File: src/rtl/quality_ctrl_pkg.sv
// ---------------------------------------------------------------------------
// Module      : quality_ctrl_pkg
// Description : Shared states, default thresholds and code values for the
//               quality compression controller.
// Revision    : 1.0 - initial release
// ---------------------------------------------------------------------------
`default_nettype none

package quality_ctrl_pkg;

    typedef enum logic [1:0] {
        IDLE  = 2'd0,
        ACCUM = 2'd1,
        EMIT  = 2'd2
    } state_t;

    localparam logic [7:0] c_DEF_T0 = 8'd0;
    localparam logic [7:0] c_DEF_T1 = 8'd20;
    localparam logic [7:0] c_DEF_T2 = 8'd30;
    localparam logic [7:0] c_DEF_T3 = 8'd40;

    localparam logic [1:0] c_Q00 = 2'b00;
    localparam logic [1:0] c_Q01 = 2'b01;
    localparam logic [1:0] c_Q10 = 2'b10;
    localparam logic [1:0] c_Q11 = 2'b11;

endpackage

`default_nettype wire

File: src/rtl/quality_compress_ctrl_score.sv
// ---------------------------------------------------------------------------
// Module      : compressQualityScore
// Description : Combinational mapping of LENGTH 8-bit quality scores to
//               2-bit codes against four thresholds.
// Revision    : 1.0 - initial release
// ---------------------------------------------------------------------------
`default_nettype none

module compressQualityScore
    import quality_ctrl_pkg::*;
#(
    parameter int LENGTH = 8
) (
    input  logic [LENGTH*8-1:0] scores,
    input  logic [7:0]          t0,
    input  logic [7:0]          t1,
    input  logic [7:0]          t2,
    input  logic [7:0]          t3,
    output logic [LENGTH*2-1:0] codes
);

    for (genvar i = 0; i < LENGTH; i++) begin : g_char
        logic [7:0] w_score;
        logic [1:0] w_code;

        assign w_score = scores[8*i +: 8];

        // First matching range wins; anything unmatched (including s<t0) is 11.
        always_comb begin
            w_code = c_Q11;
            if (w_score >= t0 && w_score < t1) begin
                w_code = c_Q00;
            end else if (w_score >= t1 && w_score < t2) begin
                w_code = c_Q01;
            end else if (w_score >= t2 && w_score < t3) begin
                w_code = c_Q10;
            end
        end

        assign codes[2*i +: 2] = w_code;
    end

endmodule

`default_nettype wire

File: src/rtl/quality_compress_ctrl.sv
// ---------------------------------------------------------------------------
// Module      : quality_compress_ctrl
// Description : Owns the quality thresholds, compresses streamed score beats
//               and packs them into one record per read.
// Revision    : 1.0 - initial release
// ---------------------------------------------------------------------------
`default_nettype none

module quality_compress_ctrl
    import quality_ctrl_pkg::*;
#(
    parameter int BEAT    = 8,
    parameter int MAX_LEN = 64,
    parameter int LEN_W   = $clog2(MAX_LEN + 1),
    parameter int CNT_W   = $clog2(BEAT + 1)
) (
    input  logic                 clk,
    input  logic                 rst,
    input  logic                 cfgWrEn,
    input  logic [1:0]           cfgAddr,
    input  logic [7:0]           cfgData,
    output logic                 cfgErr,
    input  logic                 inValid,
    output logic                 inReady,
    input  logic [BEAT*8-1:0]    inData,
    input  logic                 inLast,
    input  logic [CNT_W-1:0]     inCount,
    output logic                 outValid,
    input  logic                 outReady,
    output logic [MAX_LEN*2-1:0] outQuality,
    output logic [LEN_W-1:0]     outLength,
    output logic                 outOverflow,
    output logic                 busy
);

    localparam int SUM_W = LEN_W + 1;

    state_t                 r_state;
    state_t                 w_nextState;
    logic [7:0]             r_t0, r_t1, r_t2, r_t3;
    logic [MAX_LEN*2-1:0]   r_buf;
    logic [LEN_W-1:0]       r_cnt;
    logic                   r_ovf;
    logic                   r_cfgErr;

    logic                   w_acc;
    logic                   w_cfgOk;
    logic                   w_first;
    logic [BEAT*2-1:0]      w_codes;
    logic [BEAT*2-1:0]      w_mask;
    logic [SUM_W-1:0]       w_base;
    logic [SUM_W-1:0]       w_chars;
    logic [SUM_W-1:0]       w_sum;
    logic [SUM_W-1:0]       w_newLen;
    logic [SUM_W-1:0]       w_stored;
    logic                   w_ovfNow;
    logic [MAX_LEN*2-1:0]   w_wide;
    logic [MAX_LEN*2-1:0]   w_nextBuf;

    compressQualityScore #(
        .LENGTH (BEAT)
    ) u_score (
        .scores (inData),
        .t0     (r_t0),
        .t1     (r_t1),
        .t2     (r_t2),
        .t3     (r_t3),
        .codes  (w_codes)
    );

    assign inReady     = (r_state != EMIT);
    assign outValid    = (r_state == EMIT);
    assign busy        = (r_state != IDLE);
    assign outQuality  = r_buf;
    assign outLength   = r_cnt;
    assign outOverflow = r_ovf;
    assign cfgErr      = r_cfgErr;

    assign w_acc   = inValid && inReady;
    assign w_first = (r_state == IDLE);
    assign w_cfgOk = cfgWrEn && (r_state == IDLE) && !w_acc;

    // Offset and stored-char count for this beat, saturating at MAX_LEN.
    always_comb begin
        w_base = w_first ? '0 : SUM_W'(r_cnt);
        if (!inLast || inCount > CNT_W'(BEAT)) begin
            w_chars = SUM_W'(BEAT);
        end else begin
            w_chars = SUM_W'(inCount);
        end
        w_sum    = w_base + w_chars;
        w_ovfNow = (w_sum > SUM_W'(MAX_LEN));
        w_newLen = w_ovfNow ? SUM_W'(MAX_LEN) : w_sum;
        w_stored = w_newLen - w_base;
    end

    always_comb begin
        w_mask = '0;
        for (int i = 0; i < BEAT; i++) begin
            if (SUM_W'(i) < w_stored) begin
                w_mask[2*i +: 2] = 2'b11;
            end
        end
        w_wide                = '0;
        w_wide[BEAT*2-1:0]    = w_codes & w_mask;
        // The first beat of a read starts from a cleared buffer.
        w_nextBuf = (w_first ? '0 : r_buf) | (w_wide << {w_base, 1'b0});
    end

    always_ff @(posedge clk or posedge rst) begin
        if (rst) begin
            r_state <= IDLE;
        end else begin
            r_state <= w_nextState;
        end
    end

    always_comb begin
        w_nextState = r_state;
        case (r_state)
            IDLE:    if (w_acc) w_nextState = inLast ? EMIT : ACCUM;
            ACCUM:   if (w_acc && inLast) w_nextState = EMIT;
            EMIT:    if (outReady) w_nextState = IDLE;
            default: w_nextState = IDLE;
        endcase
    end

    always_ff @(posedge clk or posedge rst) begin
        if (rst) begin
            r_buf    <= '0;
            r_cnt    <= '0;
            r_ovf    <= 1'b0;
            r_cfgErr <= 1'b0;
            r_t0     <= c_DEF_T0;
            r_t1     <= c_DEF_T1;
            r_t2     <= c_DEF_T2;
            r_t3     <= c_DEF_T3;
        end else begin
            r_cfgErr <= cfgWrEn && !w_cfgOk;
            if (w_cfgOk) begin
                case (cfgAddr)
                    2'd0:    r_t0 <= cfgData;
                    2'd1:    r_t1 <= cfgData;
                    2'd2:    r_t2 <= cfgData;
                    default: r_t3 <= cfgData;
                endcase
            end
            if (w_acc) begin
                r_buf <= w_nextBuf;
                r_cnt <= LEN_W'(w_newLen);
                r_ovf <= (w_first ? 1'b0 : r_ovf) | w_ovfNow;
            end
        end
    end

endmodule

`default_nettype wire

File: config.mk
export PLATFORM = sky130hd
export DESIGN_NAME = quality_compress_ctrl
export DESIGN_NICKNAME = d
export VERILOG_FILES = /design/src/rtl/quality_ctrl_pkg.sv /design/src/rtl/quality_compress_ctrl_score.sv /design/src/rtl/quality_compress_ctrl.sv
export SDC_FILE = /design/constraint.sdc
export NUM_CORES = 1
export LEC_CHECK = 0
export CORE_ASPECT_RATIO = 0.5
export CORE_MARGIN = 1.5
export CORE_UTILIZATION = 40
export CTS_CLUSTER_DIAMETER = 60
export DETAILED_ROUTE_END_ITERATION = 10
export HOLD_SLACK_MARGIN = 0.08
export PLACE_DENSITY_LB_ADDON = 0.25
export SYNTH_ARGS = -nofsm -noshare
export SYNTH_HDL_FRONTEND = slang
export SYNTH_SLANG_ARGS = --single-unit
File: constraint.sdc
create_clock -name clk -period 6.8 [get_ports clk]
set_clock_uncertainty 0.1 [all_clocks]
set_input_delay 1.02 -clock clk [delete_from_list [all_inputs] [get_ports clk]]
set_output_delay 1.02 -clock clk [all_outputs]
set_load 0.05 [all_outputs]
==> results of run 1 <==
[cells in the mapped netlist (15+ instances only)]
cell / n
inv_1: 54
o221ai_1: 39
nand2_1: 171
ha_1: 258
mux2_2: 34
o211ai_1: 24
o21ai_0: 114
dfrtp_1: 163
clkbuf_1: 41
nand2b_1: 15
nand4_1: 27
a22o_1: 16
nand3_1: 21
nor2b_1: 31
nor3_1: 18
a21o_1: 36
nor2_1: 88
a21oi_1: 108
a211oi_1: 17
[worst min-delay path, cell delays in order, from the launching register on]
cell and delay, ns:
dfrtp_1 0.35, nand2_1 0.05, o21ai_0 0.06
[report_power, final]
part / internal (uW) / total (uW) / switching [uW]
combinational: 1800 / 4660 / 2860
clock: 500 / 1000 / 502
sequential: 1270 / 1490 / 216
[metrics by stage]
stage	setup WS (ns)	std cells
after global routing	0.00428	2301
after floorplan	0.0991	1516
after global placement	-0.123	2268
final	0.260	2301
after CTS	0.218	2300
after detailed placement	-0.251	2268
[final cells by class]
cell class	count	area [um2]	share of cell area [%]
clock inverters	14	143	0.789
well taps	475	594	3.29
repair buffers	324	3030	16.7
multi-input cells	1241	9360	51.8
inverters	58	225	1.25
flip-flops and latches	171	4290	23.7
clock buffers	18	439	2.43
[worst paths after layout]
kind	from	end	slack [ns]	cells past startpoint
worst max register to register	r_state[1]	outQuality[116]	0.49	26
min in group asynchronous	rst	outQuality[91]	0.87	2
worst min-delay path	outQuality[63]	outQuality[63]	0.39	2
worst min register to register	outQuality[63]	outQuality[63]	0.39	2
worst max-delay path	inLast	outQuality[116]	0.26	26
max in group asynchronous	rst	outQuality[50]	4.49	3
[cells in the final DEF (no fill, tap or decap), types with 8 or more instances in the layout]
| cell type | netlist | routed |
|---|---|---|
| nand3_1 | 21 | 21 |
| mux2_2 | 34 | 34 |
| a21oi_1 | 108 | 105 |
| a32oi_1 | 14 | 14 |
| a211oi_1 | 17 | 17 |
| o21ai_0 | 114 | 113 |
| nand4_1 | 27 | 27 |
| ha_1 | 258 | 258 |
| a22oi_1 | 13 | 13 |
| o21ai_1 | 8 | 9 |
| nor3_1 | 18 | 18 |
| nor2b_1 | 31 | 30 |
| clkdlybuf4s50_1 | 0 | 223 |
| o21a_1 | 9 | 9 |
| inv_1 | 54 | 53 |
| nand2_1 | 171 | 169 |
| buf_4 | 0 | 98 |
| a21o_1 | 36 | 36 |
| nand2b_1 | 15 | 15 |
| clkbuf_16 | 0 | 17 |
| o211ai_1 | 24 | 24 |
| mux2i_1 | 13 | 12 |
| dfstp_2 | 8 | 8 |
| a22o_1 | 16 | 16 |
| a31oi_1 | 13 | 13 |
| o221ai_1 | 39 | 39 |
| or3_1 | 10 | 10 |
| nor2_1 | 88 | 88 |
| dfrtp_1 | 163 | 163 |
| and2_1 | 13 | 11 |
| a211o_1 | 11 | 11 |
| a221o_1 | 10 | 9 |
[cells by family (layout without fill, tap and decap cells)]
logic type	after synthesis	after routing
compound gates	507	507
flops	171	171
xor+xnor	6	6
mux	52	52
buf+inv	104	414
simple gates	415	415
fa+ha+maj	261	261
[state kept, by name (all words and copies together), names as in the netlist]
register	cells
cfgErr	1
outLength	7
outOverflow	1
outQuality	128
r_state	2
r_t0	8
r_t1	8
r_t2	8
r_t3	8
[per-layer routing]
metal	GRT usage, %	part of all wire, %
met4	9.92	2.9
met2	45.8	47
met5	0	0
met3	3.94	6.0
met1	37.0	44
[what timing repair did]
action / in CTS / in global routing
buffers inserted: 0 / 1
resized for setup: 0 / 16
setup endpoints to repair: 0 / 123
==> flow_metrics.env, run 1 <==
export IMPL_synth_edf_count=0
export IMPL_cp_slowest_cell="clkdlybuf4s50_1"
export IMPL_htree_levels=4
export IMPL_die_area_um2=36200
export IMPL_finalWeightedCongestion=0.910
export IMPL_post_route_drc_count=0
export IMPL_p_per_area_nw_per_um2=396
export IMPL_syn_inst=1516
export IMPL_finalMaxSlewViolations=0
export IMPL_num_antenna_cells=0
export IMPL_synthToLayoutAreaGrowth_pct=29.2
export IMPL_synth_main_ff_cell="dfrtp_1"
export IMPL_post_route_cell_area_um2=18100
export IMPL_synth_xor_area_share_pct=0.376
export IMPL_synthAdderAreaFrac_pct=23.4
export IMPL_yosys_area_share_simple_pct=13.7
export IMPL_yosys_area_top_type="dfrtp_1"
export IMPL_row_count=48
export IMPL_syn_cell_area_um2=14000
export IMPL_cts_made_buffers=17
export IMPL_max_slew_margin_pct=23.5
export IMPL_grt_start_max_net_pins=71
export IMPL_required_ns=7.07
export IMPL_synth_top_area_share_pct=29.1
export IMPL_finalCoreUtilization_pct=52.4
export IMPL_placed_area_um2=17400
export IMPL_cts_tree="yes"
export IMPL_finalCritPeriodShare_pct=96.2
export IMPL_clock_sinks=171
export IMPL_grt_pass1_wl_um=75900
export IMPL_synth_warnings=0
export IMPL_path_buf_inv=4
export IMPL_cap_violations=0
export IMPL_setup_viol=0
export IMPL_clk_latency_ns=0.45
export IMPL_worstPathArrival_ns=6.81
export IMPL_min_path_type="reg2reg"
export IMPL_wire_per_inst_um=21.8
export IMPL_critical_path_peak_fanout=6
export IMPL_p_leak_uw=0.00819
export IMPL_clkTransAtPathRegs_ns=0.08
export IMPL_whs_ns=0.388
export IMPL_drive_gt1_share_pct=11.3
export IMPL_synth_top_family_by_area="compound AO/OA/AOI/OAI gates"
export IMPL_min_period_ns=6.54
export IMPL_nets=2157
export IMPL_start_kind="primary input"
export IMPL_synth_nets=1860
export IMPL_nFillCells=3240
export IMPL_antenna_found_initial=0
export IMPL_synth_cell_types=81
export IMPL_clock_root_buffer="clkbuf_16"
export IMPL_grt_usage_pct=27.6
export IMPL_start_util_pct=40.6
export IMPL_crit_path_end_kind="register"
export IMPL_rsz0062_at_grt="no"
export IMPL_ctsHoldBuffers=0
export IMPL_syn_area_per_cell_um2=9.23
export IMPL_drt_first_iter_violations=1076
export IMPL_ys_seq_area_share_pct=30.7
export IMPL_synthArstFlopShare_pct=100
export IMPL_synth_compound_area_share_pct=24.7
export IMPL_fp_dieH_um=135
export IMPL_max_freq_mhz=153
export IMPL_hold_viol=0
export IMPL_via_per_inst=5.88
export IMPL_coreArea_um2=34500
export IMPL_worst_slew_pin_transition_ns=1.14
export IMPL_criticalPathCategory="in2reg"
export IMPL_num_vias=13500
export IMPL_power_total_uw=7150
export IMPL_place_hpwl_um=37300
export IMPL_tns_ns=0
export IMPL_synth_seq_cells=171
export IMPL_crit_family="compound AO/OA/AOI/OAI gates"
export IMPL_die_x_um=268
export IMPL_ios=224
export IMPL_port_buffer_count=223
export IMPL_first_pass_iters=5
export IMPL_status="finished, final reports clean"
export IMPL_synth_area_leaders="dfrtp_1 (29%), ha_1 (23%), nand2_1 (4.6%)"
export IMPL_first_global_vias=12900
export IMPL_postRouteWirelength_um=50200
export IMPL_grt_ovfl_total=0
export IMPL_muxShareOfSynthArea_pct=4.24
export IMPL_cts_buffer_depth=2
export IMPL_ant_nets=0
export IMPL_max_stage_delay_ns=0.43
export IMPL_ir_worst_vdd_mv=0.265
No activity file was read; power rests on OpenSTA's default activity.
==> inputs of run 2 (changes only) <==
CELL_PAD_IN_SITES_DETAIL_PLACEMENT = 0   (was unset)
CELL_PAD_IN_SITES_GLOBAL_PLACEMENT = 2   (was unset)
CORE_UTILIZATION = 31   (was 40)
==> run 2 against run 1 <==
Clock-buffer cell count fell by 1. Setup slack better by 0.028 ns. Power is 3.3% higher. First-iteration DRC count is 14% lower. Highest routed layer unchanged. Sequential power about the same. Critical path depth decreased by 1. Cell count is 5.1% higher. Worst hold slack better by 0.0073 ns. Die area rose by 29%. Routed wire length increased by 14%.
==> flow_metrics.env, run 2 (synthesis results as in run 1) <==
export IMPL_status="finished, final reports clean"
export IMPL_p_per_area_nw_per_um2=403
export IMPL_power_total_uw=7390
export IMPL_max_stage_delay_ns=0.42
export IMPL_place_hpwl_um=43000
export IMPL_clock_root_buffer="clkbuf_16"
export IMPL_fp_dieH_um=153
export IMPL_cap_violations=0
export IMPL_p_leak_uw=0.00823
export IMPL_port_buffer_count=223
export IMPL_nets=2162
export IMPL_post_route_drc_count=0
export IMPL_finalMaxSlewViolations=0
export IMPL_die_x_um=303
export IMPL_wl_met1_um=25500
export IMPL_first_pass_iters=7
export IMPL_criticalPathCategory="in2reg"
export IMPL_grt_ovfl_total=0
export IMPL_clkTransAtPathRegs_ns=0.08
export IMPL_via_per_inst=5.68
export IMPL_drt_first_iter_violations=930
export IMPL_drive_gt1_share_pct=11.6
export IMPL_whs_ns=0.395
export IMPL_mostFrequentLayoutCells="ha_1 (258), clkdlybuf4s50_1 (223), nand2_1 (170)"
export IMPL_hold_viol=0
export IMPL_postRouteWirelength_um=57500
export IMPL_cts_made_buffers=17
export IMPL_wire_per_inst_um=23.8
export IMPL_grt_usage_pct=24.7
export IMPL_cts_tree="yes"
export IMPL_cts_buffer_depth=2
export IMPL_row_count=54
export IMPL_worst_slew_pin_transition_ns=1.18
export IMPL_grt_start_max_net_pins=113
export IMPL_start_kind="primary input"
export IMPL_ir_worst_vdd_mv=0.247
export IMPL_finalWeightedCongestion=0.863
export IMPL_htree_levels=4
export IMPL_coreArea_um2=44100
export IMPL_start_util_pct=31.8
export IMPL_ctsHoldBuffers=0
export IMPL_setup_viol=0
export IMPL_num_antenna_cells=0
export IMPL_first_global_vias=13900
export IMPL_required_ns=7.08
export IMPL_max_freq_mhz=154
export IMPL_largest_reg_flops=128
export IMPL_min_path_type="reg2reg"
export IMPL_min_period_ns=6.51
export IMPL_critical_path_peak_fanout=8
export IMPL_finalCritPeriodShare_pct=95.8
export IMPL_rsz0062_at_grt="yes"
export IMPL_worstPathArrival_ns=6.79
export IMPL_ant_nets=0
export IMPL_wl_met3_um=2990
export IMPL_clock_sinks=171
export IMPL_route_met2_wl_um=27600
export IMPL_max_slew_margin_pct=20.7
export IMPL_cp_slowest_cell="clkdlybuf4s50_1"
export IMPL_die_area_um2=46500
export IMPL_crit_path_end_kind="register"
export IMPL_antenna_found_initial=1
export IMPL_grt_pass1_wl_um=86500
export IMPL_mostFrequentLayoutCell="ha_1"
export IMPL_ios=224
export IMPL_clk_latency_ns=0.46
export IMPL_num_vias=13700
export IMPL_top_layer="met4"
export IMPL_r2r_slack_ns=0.50
export IMPL_placed_area_um2=17600
export IMPL_synthToLayoutAreaGrowth_pct=30.9
export IMPL_post_route_cell_area_um2=18300
[run 2: what timing repair did]
| item | in CTS | in global routing |
|---|---|---|
| buffers inserted | 0 | 1 |
| resized for setup | 0 | 19 |
| setup endpoints to repair | 0 | 108 |
[run 2: worst paths after layout]
kind	start	to	depth (start not counted)
min in group asynchronous	rst	outQuality[3]	2
max reg2reg	r_state[1]	outQuality[116]	25
max in group asynchronous	rst	r_t0[3]	3
max	inLast	outQuality[116]	25
min	outQuality[111]	outQuality[111]	2
min reg2reg	outQuality[111]	outQuality[111]	2
[run 2: critical path: cells and delay by family]
family / cells / cell delay, ns
and+or+nand+nor: 5 / 0.81
muxes: 3 / 0.96
AOI/OAI and AO/OA: 11 / 2.37
buffers and inverters: 3 / 0.67
adders and majority gates: 3 / 0.95
[run 2: per-stage QoR]
stage	setup TNS [ns]	setup slack, ns	util (%)	std cells
after global placement	-7.07	-0.237	40.0	2386
after detailed placement	-22.35	-0.386	40.0	2386
after CTS	0	0.0744	41.5	2418
after global routing	-0.157	-0.0351	41.6	2419
final	0	0.288	41.6	2419
after floorplan	0	0.0991	-	1516
[run 2: power by group]
group	total, uW	switching, uW	internal, uW
Combinational	4840	3010	1840
Clock	1060	521	539
Sequential	1490	217	1270
Total	7390	3740	3650
[run 2: layout make-up]
cell class                      count  area (um2)
Sequential cell                   171        4290
Clock buffer                       17         425
Fill cell                        4328       25700
Inverter                           58         225
Tap cell                          588         736
Timing Repair Buffer              329        3070
Multi-Input combinational cell   1241        9360
Clock inverter                     15         218
[run 2: per-layer routing]
metal	GRT usage [%]	vias up
li1	-	6414
met1	32.4	6795
met2	41.7	446
met3	3.92	79
met4	7.12	0
met5	0	-
==> inputs of run 3 (changes only) <==
HOLD_SLACK_MARGIN = unset   (was 0.08)
==> results of run 3 <==
No change in the layout: final DEF, timing and power equal those of run 2.
